[config.mk]
export PLATFORM = sky130hd
export DESIGN_NAME = board_io_ctrl
export DESIGN_NICKNAME = d
export VERILOG_FILES = /design/src/rtl/board_io_ctrl.sv
export SDC_FILE = /design/constraint.sdc
export NUM_CORES = 1
export LEC_CHECK = 0
export BUFFER_PORTS_ARGS = -buffer_cell sky130_fd_sc_hd__buf_2
export CAP_MARGIN = 20
export CORE_ASPECT_RATIO = 0.6
export CORE_MARGIN = 2
export CORE_UTILIZATION = 32
export CTS_BUF_LIST = sky130_fd_sc_hd__clkbuf_2
export CTS_CLUSTER_DIAMETER = 40
export DETAILED_ROUTE_END_ITERATION = 16
export PLACE_DENSITY = 0.49
export SLEW_MARGIN = 40
export SYNTH_ARGS = -nofsm -noshare
export SYNTH_HDL_FRONTEND = slang
export SYNTH_SLANG_ARGS = --single-unit
[constraint.sdc]
create_clock -name clock -period 9.13 [get_ports clock]
set_input_delay 2.2825 -clock clock [delete_from_list [all_inputs] [get_ports clock]]
set_output_delay 2.2825 -clock clock [all_outputs]
set_load 0.005 [all_outputs]
[src/rtl/board_io_ctrl.sv]
// Board IO stage: registered 24-bit LEDs written by stores, and synchronised,
// debounced 24-bit DIP switches returned on loads. Optional macro
// BOARD_IO_CHANGE_FLAG_EN adds a sticky "switches changed" flag to the high-half read.
module board_io_ctrl #(
  parameter logic [15:0] DEBOUNCE_CYCLES = 16'd20000,
  parameter int          SW_WIDTH        = 24
) (
  input  logic                clock,
  input  logic                reset,
  input  logic                io_read,
  input  logic                io_write,
  input  logic                led_ctrl,
  input  logic                switch_ctrl,
  input  logic [1:0]          addr_low,
  input  logic [31:0]         io_wdata,
  input  logic [SW_WIDTH-1:0] switch_in,
  output logic [15:0]         io_rdata,
  output logic [SW_WIDTH-1:0] led_out
);

  logic [SW_WIDTH-1:0] sync1, sync2;
  logic [SW_WIDTH-1:0] candidate, candidate_next;
  logic [SW_WIDTH-1:0] debounced, debounced_next;
  logic [15:0]         counter, counter_next;
  logic                flag_bit;
  logic                hi_read;

  // Byte-address bit 0 and the upper store half have no meaning here.
  logic unused_bits;
  assign unused_bits = ^{addr_low[0], io_wdata[31:16]};

  assign hi_read = io_read && switch_ctrl && addr_low[1];

  // NOTE: sequential state uses non-blocking assignments so every flop samples
  // the pre-edge values; blocking here would collapse the two-flop synchroniser.
  always_ff @(posedge clock or posedge reset) begin
    if (reset) begin
      led_out <= '0;
    end else if (io_write && led_ctrl) begin
      if (addr_low[1]) led_out[23:16] <= io_wdata[7:0];
      else             led_out[15:0]  <= io_wdata[15:0];
    end
  end

  always_ff @(posedge clock or posedge reset) begin
    if (reset) begin
      sync1     <= '0;
      sync2     <= '0;
      candidate <= '0;
      counter   <= '0;
      debounced <= '0;
    end else begin
      sync1     <= switch_in;
      sync2     <= sync1;
      candidate <= candidate_next;
      counter   <= counter_next;
      debounced <= debounced_next;
    end
  end

  // Any disagreement restarts the count; once saturated the candidate is published.
  always_comb begin
    candidate_next = candidate;
    counter_next   = counter;
    debounced_next = debounced;
    if (sync2 != candidate) begin
      candidate_next = sync2;
      counter_next   = '0;
    end else if (counter == DEBOUNCE_CYCLES - 16'd1) begin
      debounced_next = candidate;
    end else begin
      counter_next = counter + 16'd1;
    end
  end

`ifdef BOARD_IO_CHANGE_FLAG_EN
  logic change_flag;

  // A fresh change outranks the clear from a coincident high-half read.
  always_ff @(posedge clock or posedge reset) begin
    if (reset)                             change_flag <= 1'b0;
    else if (debounced_next != debounced)  change_flag <= 1'b1;
    else if (hi_read)                      change_flag <= 1'b0;
  end

  assign flag_bit = change_flag;
`else
  assign flag_bit = 1'b0;
`endif

  always_comb begin
    io_rdata = 16'h0000;
    if (io_read && switch_ctrl) begin
      if (addr_low[1]) io_rdata = {7'h00, flag_bit, debounced[23:16]};
      else             io_rdata = debounced[15:0];
    end
  end

endmodule

== Word-level counts from Yosys, hierarchy flattened ==
Index checks and enable logic that the tools add are counted.
Operators by class
  bitwise gates (word level): 2
  reductions and logical operators: 5
  add/subtract/negate cells: 1
  equal/unequal tests: 3
  multiplexer cells: 4
Operator list (number)
  16-bit two-way mux: 4
  24-bit != test: 1
  16-bit by 1-bit adder with 16-bit output, second input constant: 1
  16-bit by 15-bit equality test with 1-bit output, second input constant: 1
  2-bit AND reduction: 3
  1-bit logical AND: 2
  2-bit != test, second input constant: 1
  1-bit NOT: 2
Storage, ports and cells
  register bits: 136
  bits of input ports: 64
  word-level logic and storage cells: 22

== Logic depth before layout (Yosys ltp) ==
Gate-level depths: netlist (run 1).
  word-level depth: 3
  depth in mapped cells: 7

== Worst setup path before layout (run 1) ==
Ideal clock, no wire load.
  path kind: input to output
  start: input port addr_low[1]
  end: output port io_rdata[10]
  arrival: 2.869 ns
  path buffers: 1
  setup slack: 3.979 ns
  data required time: 6.848 ns
  stages on the path: 3
  path through: buf_2 -> nor2_1 -> and2_1
Between the ends
  longest elaborated chain between the ends: 2
Ends and longest elaborated chain
  start, declared: RTL line 14  | input logic [1:0] addr_low,
  16-bit two-way mux: RTL line 94  | if (addr_low[1]) io_rdata = {7'h00, flag_bit, debounced[23:16]};
  16-bit two-way mux: RTL line 93  | if (io_read && switch_ctrl) begin
  end, declared: RTL line 17  | output logic [15:0] io_rdata,
Every way passes these cells.

== Worst setup path in the final report (run 1) ==
  start: input port io_read
  end: output port io_rdata[9]
Between the ends
  longest elaborated chain between the ends: 2
Ends and longest elaborated chain
  start, declared: RTL line 10  | input logic io_read,
  1-bit logical AND: RTL line 93
  16-bit two-way mux: RTL line 93
Every way passes these cells.

==> results of run 1 <==
==> worst max-delay path, cell delays in order <==
cell	delay, ns
buf_2	0.08
nand2_1	0.23
nor2_1	0.50
and2_1	0.21
buf_2	0.11
==> logic make-up (layout without fill, tap and decap cells) <==
family / after synthesis / after routing
compound gates: 4 / 4
xor+xnor: 36 / 36
fa+ha+maj: 1 / 1
buf+inv: 32 / 122
flops: 136 / 136
mux: 57 / 57
simple gates: 72 / 72
==> state kept, by name, indices dropped and copies added (netlist names) <==
name       cells
counter       16
sync1         24
led_out       24
debounced     24
candidate     24
sync2         24
==> synth_stat cells (2+ instances only) <==
cell type,count,area share [%]
o21ai_0,2,0.20
nor2_1,26,2.0
xnor2_1,4,0.70
mux2_4,20,6.0
buf_6,3,0.68
nor4_1,6,0.75
nand3_1,6,0.60
and3_1,3,0.38
mux2_2,28,6.3
clkbuf_1,25,1.9
xor2_1,32,5.6
and2_1,8,1.0
mux2i_1,9,1.8
nand2_1,9,0.68
dfrtp_1,136,68
nand4_1,4,0.50
==> worst max path at each step <==
stage                       start           end  slack [ns]
final                     io_read   io_rdata[9]        3.43
after global routing      io_read  io_rdata[12]        3.23
after CTS                 io_read   io_rdata[9]        3.34
after detailed placement  io_read   io_rdata[9]        3.35
after global placement    io_read   io_rdata[9]        3.39
after floorplan             reset  candidate[0]        3.21
==> power by group <==
group	switching, mW	internal, mW	leakage [nW]
registers	0.0183	0.639	1.68
clock network	0.251	0.110	0.142
logic	0.0374	0.0419	0.947
==> through the flow <==
| stage | utilization, % | instance area, µm² | setup WS, ns |
|---|---|---|---|
| 4_1_cts | 37.9 | 5800 | 3.34 |
| 6_report | 37.9 | 5810 | 3.43 |
| 2_1_floorplan | - | 5000 | 3.21 |
| 3_5_place_dp | 36.3 | 5560 | 3.35 |
| 3_3_place_gp | 36.3 | 5560 | 3.39 |
| 5_1_grt | 37.9 | 5810 | 3.23 |
==> final cells by class <==
class | count | area share, %
inverter | 1 | 0.151
sequential | 136 | 58.6
tap | 203 | 4.37
multi-input combinational | 170 | 24.9
clock buffer | 17 | 1.46
timing repair buffer | 89 | 7.86
clock inverter | 15 | 2.67
==> per-layer routing <==
metal	track usage, %	vias up	share of wire (%)
met5	0	-	0.15
met4	4.77	2	1.1
met3	3.99	9	4.4
met2	15.7	55	43
met1	17.6	1341	52
li1	-	1269	-
==> results.ini, run 1 <==
[yosys]
synth_edf_count=0
async_flop_share_pct=100
syn_area_um2=5000
synth_seq_area_share_pct=68.1
synth_ff_type=dfrtp_1
postSynthCellCount=338
synth_cell_types=33
synth-compound-area-share_pct=0.475
syn_area_per_cell_um2=14.8
synthSimpleGateAreaFrac_pct=7.81
synthAdderAreaFrac_pct=0.250
ys_ff_latch=136
synth_top_family_by_area=multiplexers
synthMuxAreaShare_pct=14.1
yosys_warnings=0
syn_nets=403
synth_xor_area_share_pct=6.31

[placement]
globalplace.congestion=0.711
place_hpwl_um=5950
dp_cells=598
portBuffers=86

[worst_setup_path]
cp_data_required_time_ns=6.85
r2r_slack_ns=6.40
worstReg2RegStart=candidate[8]
worstPathMaxFanout=9
crit_path_start_kind=input pin
end_kind=output port
reg2reg_depth=6
worstPathArrival_ns=3.42
critPathKind=in2out
rr_endpoint=debounced[20]

[floorplanning]
dieArea_um2=16700
die_x_um=165
pin_count=104
core_um2=15300
die_h_um=101
start_util_pct=32.6
rows=35

[cts]
holdBufCountCts=0
tritoncts=yes
cts_buffer_depth=2
h-tree-depth=4
postCtsSetupBuffers=0
cts_made_buffers=17
clk_latency_ns=0.68
cts.sinks=136
cts.repair.resized=0
clock-root-buffer=clkbuf_2
clk_pin_slew_ns=0.19

[layout]
drive_above_1_share_pct=40.7
fin_nets=480
fill_cells=1474
area_delta_synth_final_pct=16.2
multi_input_area_um2=1450
ff_latch_area_um2=3400
antennaDiodeCount=0
layout_commonest_cell=dfrtp_1
layout_common_cells=dfrtp_1 (136), buf_2 (86), xor2_1 (32), mux2_2 (28), nor2_1 (26)
fin_cells=631

[timing]
rsz0062_at_grt=false
fmax_mhz=176
finalSetupViolCount=0
period_share_pct=62.4
skew_ns=0.0443
holdWs_ns=0.374
period_minus_slack_ns=5.70
setup_tns_ns=0
worst_pin_slew_ns=0.715
slew-limit-headroom_pct=52.3
finalHoldViolCount=0
slew_violations=0

[hold_path]
min_from=sync1[17]
whs_path_depth=0
hold_path_class=reg2reg
hold_path_end=sync2[17]

[drt]
drtIter0Drc=129
vias=2676
antenna_left=0
firstDrtPassIters=4
avgRoutedWirePerCell_um=14.0
drc_errors=0
vias_per_cell=4.24
drt-total-wl_um=8830

[global_route]
grt_max_degree=81
grt_pass1_vias=2824
grt_pass1_wl_um=14800
antenna_found_initial=1
grt.overflow.total=0
grt.total_usage_pct=11.8

[run_status]
outcome=complete, no violations

[job]
drv_cap=0

[pwr]
power.density_nw_per_um2=189
power.leakage_nw=2.77
total_power_mw=1.10
peakVddDrop_mv=0.0669

Note: power is estimated with default switching activity, not from simulation.
==> run 2: changes to the inputs <==
- PLACE_DENSITY: 0.49 -> 0.51
- clock period: 9.13 -> 5.1 ns (I/O delays scaled with it)
==> results.ini, run 2 (synthesized netlist as in run 1, its figures left out) <==
[cts]
clk_pin_slew_ns=0.21  ; was 0.19 ns
cts.sinks=136  ; unchanged
tritoncts=yes  ; unchanged
holdBufCountCts=0  ; unchanged
cts_made_buffers=17  ; unchanged
h-tree-depth=4  ; unchanged
cts.repair.resized=0  ; unchanged
clock-root-buffer=clkbuf_2  ; unchanged
cts_buffer_depth=2  ; unchanged
clk_latency_ns=0.64  ; was 0.68 ns
postCtsSetupBuffers=0  ; unchanged

[timing]
worst_pin_slew_ns=0.576  ; was 0.715 ns
fmax_mhz=274
rsz0062_at_grt=false  ; unchanged
fin_ws_ns=1.45  ; was 3.43 ns
slew_violations=0  ; unchanged
setup_tns_ns=0  ; unchanged
period_minus_slack_ns=3.65
slew-limit-headroom_pct=61.2  ; was 52.3%
finalHoldViolCount=0  ; unchanged
period_share_pct=71.6
skew_ns=0.0351  ; was 0.0443 ns
finalSetupViolCount=0  ; unchanged
holdWs_ns=0.364  ; was 0.374 ns

[layout]
fin_area_um2=5820  ; was 5810 µm²
fin_nets=480  ; unchanged
layout_commonest_cell=dfrtp_1  ; unchanged
antennaDiodeCount=0  ; unchanged
multi_input_area_um2=1450  ; unchanged
area_delta_synth_final_pct=16.5  ; was 16.2%
drive_above_1_share_pct=40.7  ; unchanged
layout_common_cells=dfrtp_1 (136), buf_2 (86), xor2_1 (32), mux2_2 (28), nor2_1 (26)  ; unchanged
ff_latch_area_um2=3400  ; unchanged
fill_cells=1477  ; was 1474

[worst_setup_path]
end_kind=output port  ; unchanged
worstPathMaxFanout=9  ; unchanged
crit_path_start_kind=input pin  ; unchanged
cp_slowest_stage_delay_ns=0.50  ; about the same
cp-startpoint=io_read  ; unchanged
critPathTopFamily=simple AND/OR/NAND/NOR gates  ; unchanged
critPathKind=in2out  ; unchanged
crit_path_end=io_rdata[9]  ; unchanged
r2r_slack_ns=2.53  ; was 6.40 ns
worstPathArrival_ns=2.38  ; was 3.42 ns
crit_cells=5  ; unchanged
worstReg2RegStart=candidate[6]  ; was candidate[8]
slowest_stage=nor2_1  ; unchanged
crit_top_cell=buf_2  ; unchanged
critPathBufInv=2  ; unchanged
reg2reg_depth=6  ; unchanged
cp_data_required_time_ns=3.83  ; was 6.85 ns
cp_cell_sequence=buf_2 > nand2_1 > nor2_1 > and2_1 > buf_2  ; unchanged
rr_endpoint=debounced[20]  ; unchanged

[drt]
top_layer=met4  ; was met5
vias_per_cell=4.31  ; was 4.24
avgRoutedWirePerCell_um=14.4  ; was 14.0 µm
drtIter0Drc=144  ; was 129
route.met2.wl_um=3830  ; was 3770 µm
wl_met1_um=4720  ; was 4560 µm
vias=2720  ; was 2676
firstDrtPassIters=4  ; unchanged
antenna_left=0  ; unchanged
drt-total-wl_um=9100  ; was 8830 µm
drc_errors=0  ; unchanged
wl_met3_um=430  ; was 386 µm

[placement]
pre_cts_ws_ns=1.39  ; was 3.35 ns
placed_cell_area_um2=5560  ; about the same
place_hpwl_um=6100  ; was 5950 µm
portBuffers=86  ; unchanged
globalplace.congestion=0.743  ; was 0.711

[floorplanning]
dieArea_um2=16700  ; unchanged
die_h_um=101  ; unchanged
rows=35  ; unchanged
die_x_um=165  ; unchanged
core_um2=15300  ; unchanged
start_util_pct=32.6  ; unchanged
pin_count=104  ; unchanged

[global_route]
grt_pass1_vias=2904  ; was 2824
antenna_found_initial=0  ; was 1
grt.total_usage_pct=11.9  ; was 11.8%
grt_pass1_wl_um=14900  ; was 14800 µm
grt_max_degree=113  ; was 81
grt.overflow.total=0  ; unchanged

[job]
drv_cap=0  ; unchanged

[pwr]
power.leakage_nw=2.78  ; was 2.77 nW
power.density_nw_per_um2=341  ; was 189 nW/µm²
peakVddDrop_mv=0.144  ; was 0.0669 mV
total_power_mw=1.99  ; was 1.10 mW

[run_status]
outcome=complete, no violations  ; unchanged

[hold_path]
hold_path_class=reg2reg  ; unchanged

[run 2: cell types whose count changed in the layout (fill, tap and decap cells not counted), sizes merged]
cell / change
bufinv: +1
clkbuf: +1
inv: -3
clkinv: +1
[run 2: worst reg2reg max path: cells and delay by family, from the launching register on]
kind / cells / cell delay [ns]
buffers and inverters: 1 / 0.43
DFF: 1 / 0.44
muxes: 1 / 0.40
and+or+nand+nor: 3 / 1.05
xor gates and xnor gates: 1 / 0.16
[run 2: power breakdown]
part	switching, mW	internal (mW)
Sequential	0.0326	1.14
Clock	0.427	0.239
Combinational	0.0686	0.0750
Total	0.528	1.46
[run 2: per-stage QoR]
step	instances	utilization, %
after floorplan	338	-
after global placement	598	36.3
after detailed placement	598	36.3
after CTS	630	37.9
after global routing	631	38.0
final	631	38.0
[run 2: metal layers]
metal,global-route usage [%],up-vias
met5,0,-
met4,4.58,0
met3,3.83,11
met2,16.3,61
met1,17.4,1382
li1,-,1266
[run 2: how the worst min path moves through the flow]
stage	from	end	depth (start not counted)
final	sync1[9]	sync2[9]	0
after global routing	sync1[19]	sync2[19]	0
after CTS	sync1[9]	sync2[9]	0
after detailed placement	sync1[11]	sync2[11]	0
after global placement	sync1[16]	sync2[16]	0
after floorplan	sync1[0]	sync2[0]	0
[run 2: area by class of cell]
cell class	count	share of cell area (%)
repair buffers	89	7.78
flip-flops and latches	136	58.4
inverters	1	0.279
well taps	203	4.36
multi-input cells	170	24.9
clock inverters	14	2.75
clock buffers	18	1.55
==> run 3: changes to the inputs <==
- PLACE_DENSITY: 0.51 -> 0.49
- clock period: 5.1 -> 3.4 ns (I/O delays scaled with it)
==> results.ini, run 3 (synthesized netlist as in run 1, its figures left out) <==
[cts]
postCtsSetupBuffers=0  ; unchanged
clk_pin_slew_ns=0.26  ; was 0.21 ns
h-tree-depth=4  ; unchanged
cts.repair.resized=0  ; unchanged
cts.sinks=136  ; unchanged
cts_made_buffers=17  ; unchanged
cts_buffer_depth=2  ; unchanged
clk_latency_ns=0.68  ; was 0.64 ns
clock-root-buffer=clkbuf_2  ; unchanged
holdBufCountCts=0  ; unchanged
tritoncts=yes  ; unchanged

[drt]
drc_errors=0  ; unchanged
antenna_left=0  ; unchanged
firstDrtPassIters=4  ; unchanged
drtIter0Drc=116  ; was 144
drt-total-wl_um=8990  ; was 9100 µm
vias=2659  ; was 2720
avgRoutedWirePerCell_um=14.2  ; was 14.4 µm
vias_per_cell=4.19  ; was 4.31

[layout]
fin_cells=634  ; was 631
antennaDiodeCount=0  ; unchanged
layout_common_cells=dfrtp_1 (136), buf_2 (86), xor2_1 (32), mux2_2 (28), nor2_1 (26)  ; unchanged
fin_nets=483  ; was 480
fin_area_um2=5860  ; was 5820 µm²
area_delta_synth_final_pct=17.3  ; was 16.5%
fin_util_pct=38.3  ; was 38.0%
layout_commonest_cell=dfrtp_1  ; unchanged
drive_above_1_share_pct=41.3  ; was 40.7%

[pwr]
power.density_nw_per_um2=511  ; was 341 nW/µm²
peakVddDrop_mv=0.213  ; was 0.144 mV
power.leakage_nw=2.79  ; was 2.78 nW

[global_route]
grt.total_usage_pct=11.8  ; was 11.9%
grt_max_degree=121  ; was 113
grt_pass1_vias=2828  ; was 2904
antenna_found_initial=0  ; unchanged
grt_pass1_wl_um=14700  ; was 14900 µm
grt.overflow.total=0  ; unchanged

[floorplanning]
die_h_um=101  ; unchanged
pin_count=104  ; unchanged
core_um2=15300  ; unchanged
rows=35  ; unchanged
die_x_um=165  ; unchanged
start_util_pct=32.6  ; unchanged
dieArea_um2=16700  ; unchanged

[worst_setup_path]
crit_path_start_kind=input pin  ; unchanged
worstPathArrival_ns=1.80  ; was 2.38 ns
critPathKind=in2out  ; unchanged
end_kind=output port  ; unchanged
worstPathMaxFanout=8  ; was 9
cp_data_required_time_ns=2.55  ; was 3.83 ns

[placement]
globalplace.congestion=0.747  ; was 0.743
portBuffers=86  ; unchanged
dp_cells=601  ; was 598
place_hpwl_um=6030  ; was 6100 µm
placed_cell_area_um2=5590  ; was 5560 µm²

[timing]
slew-limit-headroom_pct=58.3  ; was 61.2%
rsz0062_at_grt=false  ; unchanged
setup_tns_ns=0  ; unchanged
worst_pin_slew_ns=0.626  ; was 0.576 ns
period_minus_slack_ns=2.65
finalSetupViolCount=0  ; unchanged
fmax_mhz=378
period_share_pct=77.9
slew_violations=0  ; unchanged
skew_ns=0.0496  ; was 0.0351 ns
finalHoldViolCount=0  ; unchanged

[hold_path]
hold_path_class=in2async  ; was reg2reg

[job]
drv_cap=0  ; unchanged

[run_status]
outcome=complete, no violations  ; unchanged

==> run 3: power by group <==
| part | internal (mW) | total (mW) | switching, mW |
|---|---|---|---|
| registers | 1.72 | 1.77 | 0.0497 |
| logic | 0.115 | 0.217 | 0.102 |
| clock network | 0.310 | 1.01 | 0.701 |
==> run 3: per-layer routing <==
layer | GRT usage, % | wire [µm] | vias up
met4 | 4.05 | 105 | 0
met3 | 4.44 | 443 | 9
li1 | - | - | 1280
met2 | 15.5 | 3680 | 51
met5 | 0 | 0 | -
met1 | 17.6 | 4760 | 1319
==> run 3: area by class of cell <==
class	instances	area, µm²
clock buffers	17	85.1
flip-flops and latches	136	3400
well taps	203	254
inverters	1	7.51
clock inverters	15	174
fillers	1490	9460
repair buffers	92	492
multi-input cells	170	1450
==> run 3: worst paths after layout <==
path / slack, ns / cells after the start / endpoint / from
worst min register to register: 0.37 / 0 / sync2[9] / sync1[9]
max in group asynchronous: 2.30 / 3 / counter[9] / reset
worst max-delay path: 0.75 / 4 / io_rdata[14] / addr_low[1]
worst min-delay path: 0.11 / 2 / led_out[5] / reset
min in group clock: 0.24 / 1 / sync1[13] / switch_in[13]
worst max register to register: 0.84 / 6 / debounced[19] / candidate[4]
==> run 3: critical path, stage by stage <==
cell and delay (ns):
buf_2 0.19, nor2_1 0.45, and2_1 0.20, buf_2 0.10
==> run 3: per-stage QoR <==
step / power [mW] / hold WS, ns / setup WS (ns)
global route: 3.17 / 0.00891 / 0.601
global placement: 2.01 / 0.332 / 0.711
finish: 2.99 / 0.109 / 0.752
CTS: 3.05 / 0.0539 / 0.657
floorplan: 1.90 / 0.331 / 0.857
detailed placement: 2.02 / 0.335 / 0.660
